===== src/rtl/tcp_conn_fsm_multi.sv =====
// Multi-connection TCP handshake controller: NUM_CONN connection FSMs sharing one
// valid/ready event port and one registered control-segment tx slot.
module tcp_conn_fsm_multi #(
    parameter int unsigned NUM_CONN       = 4,
    parameter int unsigned ID_W           = (NUM_CONN > 1) ? $clog2(NUM_CONN) : 1,
    parameter int unsigned TIMEOUT_CYCLES = 1024,
    parameter int unsigned FLUSH_CYCLES   = 16
) (
    input  logic                  clk,
    input  logic                  rst,
    input  logic                  evt_valid,
    output logic                  evt_ready,
    input  logic [ID_W-1:0]       evt_conn_id,
    input  logic [2:0]            evt_type,
    output logic                  tx_valid,
    input  logic                  tx_ready,
    output logic [ID_W-1:0]       tx_conn_id,
    output logic [2:0]            tx_flags,
    output logic [4*NUM_CONN-1:0] state_o,
    output logic                  evt_drop
);
    localparam int unsigned TMO_W = $clog2(TIMEOUT_CYCLES);
    localparam int unsigned FL_W  = (FLUSH_CYCLES > 1) ? $clog2(FLUSH_CYCLES) : 1;
    localparam logic [TMO_W-1:0] TMO_LAST = TMO_W'(TIMEOUT_CYCLES - 1);
    localparam logic [FL_W-1:0]  FL_LAST  = FL_W'(FLUSH_CYCLES - 1);

    typedef enum logic [3:0] {
        S_CLOSED   = 4'd0, S_LISTEN   = 4'd1, S_RST_RCVD = 4'd2, S_FLUSH = 4'd3,
        S_SYN_RCVD = 4'd4, S_SYN_SENT = 4'd5, S_ESTAB    = 4'd6
    } conn_state_e;

    localparam logic [2:0] EV_ACTIVE_OPEN  = 3'd0;
    localparam logic [2:0] EV_PASSIVE_OPEN = 3'd1;
    localparam logic [2:0] EV_SYN          = 3'd2;
    localparam logic [2:0] EV_SYN_ACK      = 3'd3;
    localparam logic [2:0] EV_ACK          = 3'd4;
    localparam logic [2:0] EV_RST          = 3'd5;
    localparam logic [2:0] EV_CLOSE        = 3'd6;

    localparam logic [2:0] F_NONE   = 3'b000;
    localparam logic [2:0] F_ACK    = 3'b001;
    localparam logic [2:0] F_SYN    = 3'b010;
    localparam logic [2:0] F_SYNACK = 3'b011;
    localparam logic [2:0] F_RST    = 3'b100;

    conn_state_e      r_state   [NUM_CONN];
    logic [TMO_W-1:0] r_tmo     [NUM_CONN];
    logic [FL_W-1:0]  r_fl      [NUM_CONN];
    logic             r_tx_valid;
    logic [ID_W-1:0]  r_tx_conn_id;
    logic [2:0]       r_tx_flags;
    logic             r_evt_drop;

    conn_state_e      w_state_nxt [NUM_CONN];
    logic [TMO_W-1:0] w_tmo_nxt   [NUM_CONN];
    logic [FL_W-1:0]  w_fl_nxt    [NUM_CONN];
    conn_state_e      w_cur;
    conn_state_e      w_evt_nxt;
    logic [2:0]       w_evt_flg;
    logic             w_id_ok;
    logic             w_legal;
    logic             w_slot_free;
    logic             w_exp_any;
    logic [ID_W-1:0]  w_exp_id;
    logic             w_serve_exp;
    logic             w_accept;
    logic             w_tx_valid_nxt;
    logic [ID_W-1:0]  w_tx_id_nxt;
    logic [2:0]       w_tx_flags_nxt;
    logic             w_drop_nxt;

    // Transition table lookup for the targeted connection
    always_comb begin
        w_cur   = S_CLOSED;
        w_id_ok = 1'b0;
        for (int i = 0; i < int'(NUM_CONN); i++) begin
            if (evt_conn_id == ID_W'(i)) begin
                w_cur   = r_state[i];
                w_id_ok = 1'b1;
            end
        end
        w_legal   = 1'b0;
        w_evt_nxt = w_cur;
        w_evt_flg = F_NONE;
        if (w_id_ok) begin
            case (w_cur)
                S_CLOSED: case (evt_type)
                    EV_ACTIVE_OPEN:  begin w_legal = 1'b1; w_evt_nxt = S_SYN_SENT; w_evt_flg = F_SYN; end
                    EV_PASSIVE_OPEN: begin w_legal = 1'b1; w_evt_nxt = S_LISTEN; end
                    EV_SYN:          begin w_legal = 1'b1; w_evt_nxt = S_CLOSED; w_evt_flg = F_RST; end
                    EV_RST:          begin w_legal = 1'b1; w_evt_nxt = S_CLOSED; end
                    default: ;
                endcase
                S_LISTEN: case (evt_type)
                    EV_SYN:   begin w_legal = 1'b1; w_evt_nxt = S_SYN_RCVD; w_evt_flg = F_SYNACK; end
                    EV_CLOSE: begin w_legal = 1'b1; w_evt_nxt = S_CLOSED; end
                    EV_RST:   begin w_legal = 1'b1; w_evt_nxt = S_LISTEN; end
                    default: ;
                endcase
                S_SYN_SENT: case (evt_type)
                    EV_SYN_ACK: begin w_legal = 1'b1; w_evt_nxt = S_ESTAB; w_evt_flg = F_ACK; end
                    EV_SYN:     begin w_legal = 1'b1; w_evt_nxt = S_SYN_RCVD; w_evt_flg = F_SYNACK; end
                    EV_RST:     begin w_legal = 1'b1; w_evt_nxt = S_RST_RCVD; end
                    EV_CLOSE:   begin w_legal = 1'b1; w_evt_nxt = S_CLOSED; end
                    default: ;
                endcase
                S_SYN_RCVD: case (evt_type)
                    EV_ACK:   begin w_legal = 1'b1; w_evt_nxt = S_ESTAB; end
                    EV_RST:   begin w_legal = 1'b1; w_evt_nxt = S_RST_RCVD; end
                    EV_CLOSE: begin w_legal = 1'b1; w_evt_nxt = S_FLUSH; end
                    default: ;
                endcase
                S_ESTAB: case (evt_type)
                    EV_RST:   begin w_legal = 1'b1; w_evt_nxt = S_RST_RCVD; end
                    EV_CLOSE: begin w_legal = 1'b1; w_evt_nxt = S_FLUSH; end
                    EV_ACK:   begin w_legal = 1'b1; w_evt_nxt = S_ESTAB; end
                    default: ;
                endcase
                S_FLUSH: begin
                    if (evt_type == EV_RST) begin
                        w_legal   = 1'b1;
                        w_evt_nxt = S_RST_RCVD;
                    end
                end
                default: ;
            endcase
        end
    end

    // Expiry arbitration (lowest id wins) and the shared ready rule
    always_comb begin
        w_exp_any = 1'b0;
        w_exp_id  = '0;
        for (int i = 0; i < int'(NUM_CONN); i++) begin
            if (!w_exp_any && (r_state[i] == S_SYN_SENT || r_state[i] == S_SYN_RCVD)
                && r_tmo[i] == TMO_LAST) begin
                w_exp_any = 1'b1;
                w_exp_id  = ID_W'(i);
            end
        end
        w_slot_free = ~r_tx_valid | tx_ready;
        w_serve_exp = w_slot_free & w_exp_any;
        evt_ready   = w_slot_free & ~w_exp_any;
        w_accept    = evt_valid & evt_ready;
    end

    // Per-connection next state: autonomous progress, then expiry, then the event
    always_comb begin
        for (int i = 0; i < int'(NUM_CONN); i++) begin
            w_state_nxt[i] = r_state[i];
            w_tmo_nxt[i]   = r_tmo[i];
            w_fl_nxt[i]    = r_fl[i];
            case (r_state[i])
                S_SYN_SENT, S_SYN_RCVD: begin
                    if (r_tmo[i] != TMO_LAST) w_tmo_nxt[i] = r_tmo[i] + TMO_W'(1);
                end
                S_FLUSH: begin
                    if (r_fl[i] == FL_LAST) w_state_nxt[i] = S_CLOSED;
                    else                    w_fl_nxt[i]    = r_fl[i] + FL_W'(1);
                end
                S_RST_RCVD: w_state_nxt[i] = S_CLOSED;
                default: ;
            endcase
            if (w_serve_exp && w_exp_id == ID_W'(i)) w_state_nxt[i] = S_CLOSED;
            if (w_accept && w_legal && evt_conn_id == ID_W'(i)) begin
                w_state_nxt[i] = w_evt_nxt;
                if (w_evt_nxt == S_SYN_SENT || w_evt_nxt == S_SYN_RCVD) w_tmo_nxt[i] = '0;
                if (w_evt_nxt == S_FLUSH) w_fl_nxt[i] = '0;
            end
        end
    end

    // Tx slot: timeout RST has priority over event-driven segments
    always_comb begin
        w_tx_valid_nxt = r_tx_valid;
        w_tx_id_nxt    = r_tx_conn_id;
        w_tx_flags_nxt = r_tx_flags;
        if (w_serve_exp) begin
            w_tx_valid_nxt = 1'b1;
            w_tx_id_nxt    = w_exp_id;
            w_tx_flags_nxt = F_RST;
        end else if (w_accept && w_legal && w_evt_flg != F_NONE) begin
            w_tx_valid_nxt = 1'b1;
            w_tx_id_nxt    = evt_conn_id;
            w_tx_flags_nxt = w_evt_flg;
        end else if (tx_ready) begin
            w_tx_valid_nxt = 1'b0;
        end
        w_drop_nxt = w_accept & ~w_legal;
    end

    always_ff @(posedge clk or posedge rst) begin
        if (rst) begin
            for (int i = 0; i < int'(NUM_CONN); i++) begin
                r_state[i] <= S_CLOSED;
                r_tmo[i]   <= '0;
                r_fl[i]    <= '0;
            end
            r_tx_valid   <= 1'b0;
            r_tx_conn_id <= '0;
            r_tx_flags   <= '0;
            r_evt_drop   <= 1'b0;
        end else begin
            for (int i = 0; i < int'(NUM_CONN); i++) begin
                r_state[i] <= w_state_nxt[i];
                r_tmo[i]   <= w_tmo_nxt[i];
                r_fl[i]    <= w_fl_nxt[i];
            end
            r_tx_valid   <= w_tx_valid_nxt;
            r_tx_conn_id <= w_tx_id_nxt;
            r_tx_flags   <= w_tx_flags_nxt;
            r_evt_drop   <= w_drop_nxt;
        end
    end

    for (genvar g = 0; g < int'(NUM_CONN); g++) begin : g_state
        assign state_o[4*g +: 4] = r_state[g];
    end

    assign tx_valid   = r_tx_valid;
    assign tx_conn_id = r_tx_conn_id;
    assign tx_flags   = r_tx_flags;
    assign evt_drop   = r_evt_drop;

endmodule


===== config.mk =====
export PLATFORM = sky130hd
export DESIGN_NAME = tcp_conn_fsm_multi
export DESIGN_NICKNAME = d
export VERILOG_FILES = /design/src/rtl/tcp_conn_fsm_multi.sv
export SDC_FILE = /design/constraint.sdc
export NUM_CORES = 1
export LEC_CHECK = 0
export CELL_PAD_IN_SITES_DETAIL_PLACEMENT = 1
export CELL_PAD_IN_SITES_GLOBAL_PLACEMENT = 1
export CORE_ASPECT_RATIO = 1.4
export CORE_MARGIN = 2
export CORE_UTILIZATION = 40
export DETAILED_ROUTE_END_ITERATION = 6
export PLACE_DENSITY = 0.69
export SKIP_CTS_REPAIR_TIMING = 1
export SLEW_MARGIN = 15
export SYNTH_ARGS = -nofsm -noshare
export SYNTH_HDL_FRONTEND = slang
export SYNTH_SLANG_ARGS = --single-unit

===== constraint.sdc =====
create_clock -name clk -period 4.2 [get_ports clk]
set_clock_uncertainty 0.05 [all_clocks]
set_input_delay 0.42 -clock clk [delete_from_list [all_inputs] [get_ports clk]]
set_output_delay 0.42 -clock clk [all_outputs]
set_load 0.02 [all_outputs]

; After elaboration in Yosys (flattened, before gate mapping)
; Cells that the tools add are included.
[totals]
register_bits = 79
inputBits = 9
wordCells = 223
out_inout_bits = 24
[classes]
reduce_logical = 50
mux = 89
n_bitwise = 8
addsub = 8
eq_ne = 52
[ops]
columns = cell, count
row1 = two-way mux 10 bit, 16
row2 = two-way mux 4 bit, 34
row3 = equality test 4 x 3 -> 1 bit (second input constant), 13
row4 = adder 10 x 1 -> 10 bit (second input constant), 4
row5 = equality test 10 bit (second input constant), 4
row6 = equality test 4 x 2 -> 1 bit (second input constant), 10
row7 = != test 10 bit (second input constant), 4
row8 = case mux 4 bit (3 select lines), 3
row9 = case mux 4 bit (2 select lines), 4
row10 = case mux 4 bit (5 select lines), 1
row11 = two-way mux 1 bit, 18
row12 = logical AND 1 bit, 17
row13 = adder 4 x 1 -> 4 bit (second input constant), 4
row14 = equality test 4 bit (second input constant), 4
row15 = != test 4 bit (second input constant), 4
row16 = case mux 4 bit (4 select lines), 1
row17 = nonzero test 4 bit, 4
row18 = OR reduction 2 bit, 6
row19 = two-way mux 2 bit, 5
row20 = equality test 3 bit (second input constant), 3
row21 = two-way mux 3 bit, 3
row22 = case mux 3 bit (3 select lines), 1
row23 = equality test 2 bit (second input constant), 4
row24 = AND reduction 2 bit, 4
row25 = other kinds (19), 36

; Longest topological paths before layout
; Gate-level depths: netlist (run 1).
[depth]
depth_word = 23
depth_mapped = 9
depth_no_buf = 8

; Least setup slack after synthesis (run 1)
; Ideal clock, no wire load.
[synth_timing]
kind = register to register
start = register r_tmo[30] (netlist bit)
end = register r_tmo[8] (netlist bit)
required_time_ps = 4007
path_stages_with_launch = 9
setup_ps = 143
n_path_buf = 0
period_less_slack_ps = 2486
slack_ps = 1714
arrival_ps = 2293
path_cell_list = dfrtp_1 -> ha_1 -> nand4_1 -> o41ai_1 -> or4_1 -> inv_2 -> nand3_4 -> nor4_4 -> nor3_1
[synth_lines]
columns = item, line_no
row1 = start: declaration, 47  ; logic [TMO_W-1:0] r_tmo [NUM_CONN];
row2 = start signal: indexed assignment, 206  ; r_tmo[i] <= w_tmo_nxt[i];

; Worst setup path in the final report (run 1)
[layout_timing]
start = register r_state (netlist bit state_o[2])
end = output port evt_ready
[layout_via]
elab_chain_cells = 18
word_cells_on_any_way = 19
classes_between = eq/ne: 2 / mux: 4 / bitwise: 2 / reduce/logical: 11
[layout_lines]
columns = item, line_no
row1 = start: declaration, 46  ; conn_state_e r_state [NUM_CONN];
row2 = start signal: indexed assignment, 205  ; r_state[i] <= w_state_nxt[i];
row3 = equality test 4 x 3 -> 1 bit, 135  ; if (!w_exp_any && (r_state[i] == S_SYN_SENT || r_state[i] == S_SYN_RCVD)
row4 = logical OR 1 bit (*), 135
row5 = logical AND 1 bit (*), 136  ; && r_tmo[i] == TMO_LAST) begin
row6 = two-way mux 1 bit (*), 135
row7 = logical NOT 1 bit, 135
row8 = logical AND 1 bit, 135
row9 = logical AND 1 bit, 136
row10 = two-way mux 1 bit (*), 135
row11 = [2 not listed], --
row12 = logical AND 1 bit, 136
row13 = two-way mux 1 bit (*), 135
row14 = logical NOT 1 bit, 135
row15 = logical AND 1 bit, 135
row16 = logical AND 1 bit, 136
row17 = two-way mux 1 bit (*), 135
row18 = NOT 1 bit (*), 143  ; evt_ready = w_slot_free & ~w_exp_any;
row19 = bitwise AND 1 bit (*), 143
row20 = end: declaration, 12  ; output logic evt_ready,
; Mark *: on every way between the ends. The rest lies on a longest branch, timed or not.

==> summary.txt, run 1 <==
Run status
  – Outcome: finished clean

Synthesis
  – Commonest cells post-synth: dfrtp_1, nor2_1, nand2_1
  – Post-synthesis async set-or-reset flop share: 100.0%
  – Yosys top cell by area: dfrtp_1
  – Dominant synthesized flop cell: dfrtp_1
  – Post-synth EDFFs: 0
  – Yosys warns: 0
  – Syn_area_per_cell: 9.721 sq um
  – Gate Count Post-Synth: 472
  – Synthesized area: 4588 sq um
  – Synth area leaders: dfrtp_1, nor2_1, mux2i_1, xor2_1, nand2_1
  – Syn_nets: 489
  – Top cell type's share of synthesized area: 43.09%
  – FF+latch count, synth: 79
  – Most common cell in the netlist: dfrtp_1
  – Distinct cells, synth: 57
  – Sequential area share after synthesis: between 40% and 50%

Floorplanning
  – DIE WIDTH: approximately 95 um
  – Die height: 130.7 um
  – Core ar.: 11280 sq um
  – Row Count: 46
  – Initial Util: 40.67%
  – Top Ports: 33
  – Die area: between 10000 and 15000 sq um

Drt
  – Via/cell ratio: 5.656
  – Vias: 3705
  – DRT iter0 DRCs: 96
  – Total wire length: 11.71 mm
  – Residual DRC: 0
  – Drt wl/cell: 17.88 um
  – Routed Antenna Nets: 0
  – Pre-antenna DRT Iters: 4

Global route
  – GR Util met2: 36.89%
  – Initial antenna violation count: 0
  – Grt met1 use: approximately a quarter
  – Most Used Layer, Global Route: met2
  – Met3 Use GR: 3.211%
  – Grt total ovfl: 0
  – Largest net degree at the start of global routing: 55
  – First-pass GRT wire length: 19.73 mm
  – Vias in the first global route: 3976
  – GRT Total Usage: 20.64%

Timing
  – Final setup viols: 0
  – Hold_ws: ~0.44 ns
  – RSZ-0062 raised after global routing: false
  – Fmax: 0.2961 GHz
  – Pins Over Slew Limit: 0
  – Slew @ Worst Pin: 0.9793 ns
  – Fin crit period: 3.378 ns
  – Hold Violations, Final: 0
  – Final period utilization: 80.42%
  – Max-slew headroom: 34.71%
  – Fin Setup TNS: 0 ns

Run
  – Max Cap Viol: 0

Critical path
  – Setup crit end kind: primary output
  – Arr. time, crit path: between 2 and 3 ns
  – Nature of the critical path startpoint: flip-flop
  – Worst path required time: 3.73 ns
  – Critical path fanouts, max: 7
  – Setup Crit Path Kind: flip-flop to primary output

Clocking
  – CTS buffer count: 9
  – Worst-Skew Late Latency: 0.34 ns
  – Clock-pin transition on the worst setup and hold timing paths: about 0.060 ns
  – Clock tree buffer depth: 2
  – CTS Sinks: a little under 80
  – Clock root cell: clkbuf_16
  – H-Tree Depth: 3
  – CTS tree: built

Pwr
  – Final Power: 3454 uW
  – Clock power frac: 21.8%
  – Combinational power share: a little under two fifths
  – Sw power: 1395 uW
  – Power Dens Cells: around 650 nW/um^2
  – Switching share of power: 40.39%
  – Sequential Power Share: 40.7%
  – Leak pwr: around 0.0021 uW
  – Worst VDD drop: around 0.00031 V
  – Int Power: 2059 uW

Cells and area
  – Fin cells: 655
  – Area growth syn-to-layout: 16.06%
  – Fin nets: 523
  – ANT cells: 0
  – Final core occ: 47.21%
  – Layout cell share with drive strength beyond 1: 10.76%

Placed design
  – Placed Cells: 639
  – Port Buffers: 32
  – Routability cong.: 0.8466
  – DP HPWL: 8.831 mm

Worst hold path
  – Worst min path class: flip-flop to flip-flop
-- path summary, 6_finish.rpt --
check                                 from          to  slack [ns]  cells after the start
min in group asynchronous              rst    r_tmo[4]        0.54                      2
worst max-delay path            state_o[2]   evt_ready        0.82                      5
worst min register to register  state_o[3]  state_o[3]        0.44                      0
worst min-delay path            state_o[3]  state_o[3]        0.44                      0
max in group asynchronous              rst   r_tmo[25]        2.65                      3
worst max register to register   r_tmo[20]    r_fl[11]        1.21                      9
-- layout by cell type (no fill, tap or decap), types with 7 or more instances in the layout --
master,instances
dfrtp_1,79
nor2_1,66
nand2_1,47
clkdlybuf4s50_1,32
mux2i_1,23
nand4_1,21
nor3_1,21
xor2_1,21
nand3_1,19
a21oi_1,13
xnor2_1,12
and3_1,11
inv_1,10
clkbuf_16,9
nor4_1,8
a211oi_1,8
ha_1,8
and4_1,7
buf_4,7
-- worst max-delay path, stage by stage (launching register included) --
cell	delay [ns]
dfrtp_1	0.46
or3b_2	0.53
o41ai_1	0.62
or4_1	0.29
inv_2	0.11
clkdlybuf4s50_1	0.56
-- logic make-up (layout without fill, tap and decap cells) --
family                   after synthesis  count (layout)  share of synthesized area, %
AO/OA/AOI/OAI                         55              55                         9.054
XOR/XNOR                              33              33                         6.299
buffers and inverters                 29              68                         3.272
AND/OR/NAND/NOR                      240             240                         28.63
flip-flops                            79              79                         43.09
multiplexers                          28              28                         7.472
adder cells (fa/ha/maj)                8               8                         2.182
-- area by class of cell --
type / instances / area, sq um
clock buffers: 12 / 256.5
fillers: 1276 / 5956
inverters: 13 / 50.05
flip-flops and latches: 79 / 1977
multi-input cells: 364 / 2461
repair buffers: 39 / 372.9
clock inverters: 4 / 27.53
well taps: 144 / 180.2
-- flip-flops by register name, indices dropped and copies added (netlist names) --
name and cells:
r_fl 16, r_tmo 40, tx_conn_id 2, tx_valid 1
evt_drop 1, state_o 16, tx_flags 3
-- power by group through the flow --
stage	sequential (uW)	combinational [uW]	clock, uW
after floorplan	1400	890	0
after global placement	1400	1250	0
after global routing	1460	1450	805
final	1400	1300	751
after CTS	1410	1310	774
after detailed placement	1420	1300	0
-- through the flow --
| step | cell area [sq um] | setup WS [ns] |
|---|---|---|
| 2_1_floorplan | 4588 | 1.707 |
| 3_3_place_gp | 5041 | 0.6203 |
| 3_5_place_dp | 5041 | 0.5100 |
| 4_1_cts | 5325 | 0.7820 |
| 5_1_grt | 5325 | 0.6562 |
| 6_report | 5325 | 0.8222 |
-- metal layers --
| layer | routed length, um | vias up |
|---|---|---|
| li1 | - | 1774 |
| met2 | 6140 | 60 |
| met1 | 5075 | 1858 |
| met5 | 0 | - |
| met4 | 206 | 0 |
| met3 | 289 | 13 |
Note: power is estimated with default switching activity, not from simulation.
==> run 2: changes to the inputs <==
--- a/config.mk
+++ b/config.mk
@@ -11,7 +11,7 @@
 export CORE_MARGIN = 2
 export CORE_UTILIZATION = 40
 export DETAILED_ROUTE_END_ITERATION = 6
-export PLACE_DENSITY = 0.69
+export PLACE_DENSITY = 0.72
 export SKIP_CTS_REPAIR_TIMING = 1
 export SLEW_MARGIN = 15
 export SYNTH_ARGS = -nofsm -noshare
==> constraint.sdc (replaced) <==
create_clock -name clk -period 3.1 [get_ports clk]
set_clock_uncertainty 0.05 [all_clocks]
set_input_delay 0.31 -clock clk [delete_from_list [all_inputs] [get_ports clk]]
set_output_delay 0.31 -clock clk [all_outputs]
set_load 0.02 [all_outputs]
==> run 2 against run 1 <==
  * Critical path type unchanged
  * Critical path depth rose by 2
  * Via count grew 5.0%
  * Worst hold slack got worse by 0.072 ns
  * Register-to-register slack lost 0.94 ns
  * Highest routed layer unchanged
  * Utilization rose by 2.0 points
  * Largest cell class unchanged
  * Count of clock-buffer cells in the layout grew 1
  * Cell count up 4.0%
  * Design area is 4.2% higher
==> summary.txt, run 2 (same netlist as run 1, synthesis figures left out) <==
Critical path
  – R2R Path Start: r_tmo[20]
  – Nature of the critical path startpoint: flip-flop
  – Largest stage delay on the critical path: ~0.63 ns
  – Critical-path top delay cell: or4_1
  – Crit path max-delay family: simple AND/OR/NAND/NOR gates
  – Worst path bufs/invs: 3
  – Arr. time, crit path: 2.48 ns
  – CP cell instances: ha_1, nand3_1, nor4_1, buf_4, or4_1, inv_2, dlymetal6s2s_1
  – Setup Crit Path Kind: flip-flop to primary output
  – Critical path fanouts, max: 6
  – FF-to-FF setup slack: 0.27 ns
  – Setup crit end kind: primary output
  – Worst path required time: 2.74 ns
  – Crit path launch: r_tmo[20]

Floorplanning
  – Die area: 12360 sq um
  – Core ar.: ~11000 sq um
  – DIE WIDTH: 94.52 um
  – Top Ports: 33
  – Die height: 130.7 um
  – Row Count: 46
  – Initial Util: between 40 and 50%

Clocking
  – Worst-Skew Late Latency: 0.34 ns
  – H-Tree Depth: 3
  – CTS tree: built
  – CTS Sinks: slightly below 80
  – Clock-pin transition on the worst setup and hold timing paths: ~0.060 ns
  – Clock tree buffer depth: 2
  – Clock root cell: clkbuf_16
  – CTS buffer count: 9

Drt
  – Total wire length: 12.28 mm
  – Routed Antenna Nets: 0
  – Via/cell ratio: 5.714
  – DRT met1 WL: about 5.2 mm
  – Residual DRC: 0
  – DRT iter0 DRCs: 161
  – Vias: approximately 4000
  – Metal2 WL: approximately 6.3 mm
  – Drt wl/cell: roughly 18 um
  – DR WL met3: approximately 420 um
  – Pre-antenna DRT Iters: 4
  – Highest Signal Layer: met4

Global route
  – Initial antenna violation count: 0
  – GRT Total Usage: 21.75%
  – Grt total ovfl: 0
  – Vias in the first global route: 4256
  – First-pass GRT wire length: 20.90 mm
  – Largest net degree at the start of global routing: 45

Cells and area
  – Layout cell share with drive strength beyond 1: between 10% and 20%
  – Final core occ: 49.20%
  – FILL cells: 1306
  – Fin nets: 550
  – ANT cells: 0
  – Largest reg by FF count: r_tmo
  – Fin cells: 681
  – Most common cell after layout, fill and taps aside: dfrtp_1
  – Area growth syn-to-layout: 20.97%
  – Most frequent cells in the layout: dfrtp_1, nor2_1, nand2_1
  – Max FFs per register: 40

Timing
  – Final setup viols: 0
  – Slew @ Worst Pin: 0.8022 ns
  – RSZ-0062 raised after global routing: false
  – Fmax: 0.3520 GHz
  – Pins Over Slew Limit: 0
  – Fin crit period: 2.841 ns
  – Max-slew headroom: a little under half
  – Hold Violations, Final: 0
  – Final period utilization: 91.63%

Placed design
  – Port Buffers: 32
  – Placed Cells: 666
  – Routability cong.: a little under 0.9
  – DP HPWL: 9.131 mm

Pwr
  – Power Dens Cells: roughly 870 nW/um^2
  – Leak pwr: roughly 0.0023 uW
  – Worst VDD drop: 0.0004318 V

Run
  – Max Cap Viol: 0

Worst hold path
  – Worst min path class: input pin to asynchronous set/reset pin

Run status
  – Outcome: finished clean
[run 2: worst paths after layout]
path / endpoint / cells after the start
worst max-delay path: evt_ready / 7
worst min-delay path: r_tmo[1] / 2
worst max register to register: state_o[10] / 9
worst min register to register: state_o[3] / 0
max in group asynchronous: r_tmo[12] / 3
min in group clk: state_o[3] / 0
[run 2: layout make-up]
type	instances	area (sq um)	share of cell area [%]
sequential	79	1977	35.62
timing repair buffer	66	590.6	10.64
clock buffer	13	270.3	4.869
clock inverter	2	13.76	0.2480
inverter	13	50.05	0.9017
tap	144	180.2	3.246
multi-input combinational	364	2469	44.48
[run 2: stage by stage]
step                      area [sq um]  hold WS, ns  total power [uW]  setup TNS (ns)  setup slack (ns)
after global routing              5550       0.4634              5210               0           0.09283
final                             5550       0.3678              4847               0            0.2594
after floorplan                   4588       0.4132              3102               0            0.6141
after CTS                         5540       0.4033              4894         -0.1565           -0.1565
after detailed placement          5256       0.4196              3830       -0.002397         -0.002397
after global placement            5256       0.4153              3707               0           0.04762
[run 2: worst reg2reg max path, stage by stage (launching register included)]
cell,delay (ns)
dfrtp_1,0.41
ha_1,0.29
nand3_1,0.14
nor4_1,0.07
buf_4,0.15
or4_1,0.63
inv_2,0.19
nand3_2,0.20
nor3_2,0.34
mux2i_1,0.26
[run 2: metal layers]
metal | track usage, % | up-vias
met4 | 8.610 | 0
met2 | 38.28 | 69
met5 | 0 | -
met3 | 4.071 | 26
li1 | - | 1831
met1 | 26.24 | 1965
[run 2: where the power goes]
| part | internal [uW] | switching, uW | leakage, uW |
|---|---|---|---|
| clock | 606 | 418 | 0.000142 |
| combinational | 859 | 1080 | 0.00122 |
| sequential | 1450 | 437 | 0.000907 |
==> run 3: changes to the inputs <==
--- a/config.mk
+++ b/config.mk
@@ -10,6 +10,7 @@
 export CORE_ASPECT_RATIO = 1.4
 export CORE_MARGIN = 2
 export CORE_UTILIZATION = 40
+export CTS_BUF_LIST = sky130_fd_sc_hd__clkbuf_4 sky130_fd_sc_hd__clkbuf_8
 export DETAILED_ROUTE_END_ITERATION = 6
 export PLACE_DENSITY = 0.72
 export SKIP_CTS_REPAIR_TIMING = 1
==> run 3 against run 2 <==
  * Flip-flop and latch count unchanged
  * Worst setup slack better by 0.0035 ns
  * Count of clock-buffer cells in the layout unchanged
  * Worst hold slack worse by 0.0096 ns
  * Non-clock buffer count unchanged
  * Utilization down 0.87 points
  * Maximum frequency up 0.12%
  * Combinational power about the same
  * Largest cell class unchanged
  * Cell count unchanged
  * Power down 6.1%
  * First-iteration DRC count down 6.2%
  * Global-route usage down 0.26 points
==> summary.txt, run 3 (same netlist as run 1, synthesis figures left out) <==
Clocking
  – H-Tree Depth: 3
  – Clock-pin transition on the worst setup and hold timing paths: 0.08 ns
  – Clock root cell: clkbuf_8
  – CTS tree: built
  – Worst-Skew Late Latency: around 0.36 ns
  – CTS Sinks: 79
  – Clock tree buffer depth: 2
  – CTS buffer count: 9

Floorplanning
  – Core ar.: 11280 sq um
  – Row Count: 46
  – Top Ports: 33
  – Die height: about 130 um
  – DIE WIDTH: 94.52 um
  – Die area: 12360 sq um
  – Initial Util: 40.67%

Critical path
  – Arr. time, crit path: 2.48 ns
  – Setup Crit Path Kind: flip-flop to primary output
  – Worst path required time: 2.74 ns
  – Crit path launch: r_tmo[20]
  – Critical path fanouts, max: 6
  – Setup crit end kind: primary output
  – Largest stage delay on the critical path: 0.63 ns
  – Nature of the critical path startpoint: flip-flop
  – R2R Path Start: r_tmo[20]
  – Critical-path top delay cell: or4_1
  – CP cell instances: ha_1, nand3_1, nor4_1, buf_4, or4_1, inv_2, dlymetal6s2s_1

Drt
  – DRT iter0 DRCs: 151
  – Drt wl/cell: 17.79 um
  – Pre-antenna DRT Iters: 4
  – Routed Antenna Nets: 0
  – Via/cell ratio: about 5.7
  – Total wire length: 12.12 mm
  – Vias: 3865
  – Residual DRC: 0

Worst hold path
  – Worst min path class: input pin to asynchronous set/reset pin

Timing
  – Slew @ Worst Pin: 0.8136 ns
  – Hold Violations, Final: 0
  – RSZ-0062 raised after global routing: false
  – Pins Over Slew Limit: 0
  – Fmax: 0.3525 GHz
  – Final setup viols: 0
  – Final period utilization: 91.52%
  – Fin crit period: 2.837 ns
  – Max-slew headroom: 45.76%

Cells and area
  – Max FFs per register: 40
  – ANT cells: 0
  – Layout cell share with drive strength beyond 1: 15.46%
  – Fin nets: 550
  – Final core occ: approximately half
  – Most common cell after layout, fill and taps aside: dfrtp_1
  – Most frequent cells in the layout: dfrtp_1, nor2_1, nand2_1
  – Largest reg by FF count: r_tmo
  – Area growth syn-to-layout: 18.84%

Pwr
  – Worst VDD drop: 0.0004349 V
  – Leak pwr: 0.002226 uW
  – Final Power: 4552 uW
  – Power Dens Cells: 834.9 nW/um^2

Run status
  – Outcome: finished clean

Global route
  – Grt total ovfl: 0
  – First-pass GRT wire length: 20.71 mm
  – Vias in the first global route: 4158
  – Initial antenna violation count: 0
  – Largest net degree at the start of global routing: between 40 and 50
  – GRT Total Usage: 21.49%

Placed design
  – Routability cong.: 0.8751
  – DP HPWL: 9.131 mm
  – Port Buffers: 32

Run
  – Max Cap Viol: 0
## run 3: final cells by class
class / instances / area [sq um]
fill: 1328 / 5828
multi-input combinational: 364 / 2469
sequential: 79 / 1977
timing repair buffer: 66 / 590.6
tap: 144 / 180.2
clock buffer: 13 / 172.7
inverter: 13 / 50.05
clock inverter: 2 / 13.76
## run 3: layer usage
| layer | track usage [%] | wire length (um) | vias to the layer above |
|---|---|---|---|
| met5 | 0 | 0 | - |
| met4 | 7.843 | 239 | 0 |
| met3 | 3.211 | 317 | 19 |
| met2 | 38.15 | 6309 | 55 |
| met1 | 26.44 | 5248 | 1966 |
| li1 | - | - | 1825 |
## run 3: critical path, delay by kind of cell (launching register included)
| kind | cells | cell delay [ns] |
|---|---|---|
| buf+inv | 3 | 0.59 |
| flops | 1 | 0.42 |
| fa+ha+maj | 1 | 0.29 |
| simple gates | 3 | 0.82 |
## run 3: metrics by stage
stage	setup slack, ns	std cells	instance area (sq um)	hold WS (ns)	setup TNS (ns)
2_1_floorplan	0.6141	472	4588	0.4132	0
3_3_place_gp	0.04762	666	5256	0.4153	0
3_5_place_dp	-0.002397	666	5256	0.4196	-0.002397
4_1_cts	-0.1857	681	5443	0.3770	-0.1857
5_1_grt	0.1175	681	5453	0.4319	0
6_report	0.2629	681	5453	0.3582	0
## run 3: power by group
part	total, uW	internal (uW)	switching (uW)
clock network	741	363	377
registers	1880	1440	435
logic	1930	859	1070
## run 3: final timing paths
path | to | slack [ns] | depth (start not counted)
worst max-delay path | evt_ready | 0.26 | 7
worst min-delay path | r_tmo[1] | 0.36 | 2
worst max register to register | state_o[10] | 0.30 | 9
worst min register to register | state_o[3] | 0.44 | 0
max in group asynchronous | r_tmo[12] | 1.86 | 3
min in group clk | state_o[3] | 0.44 | 0
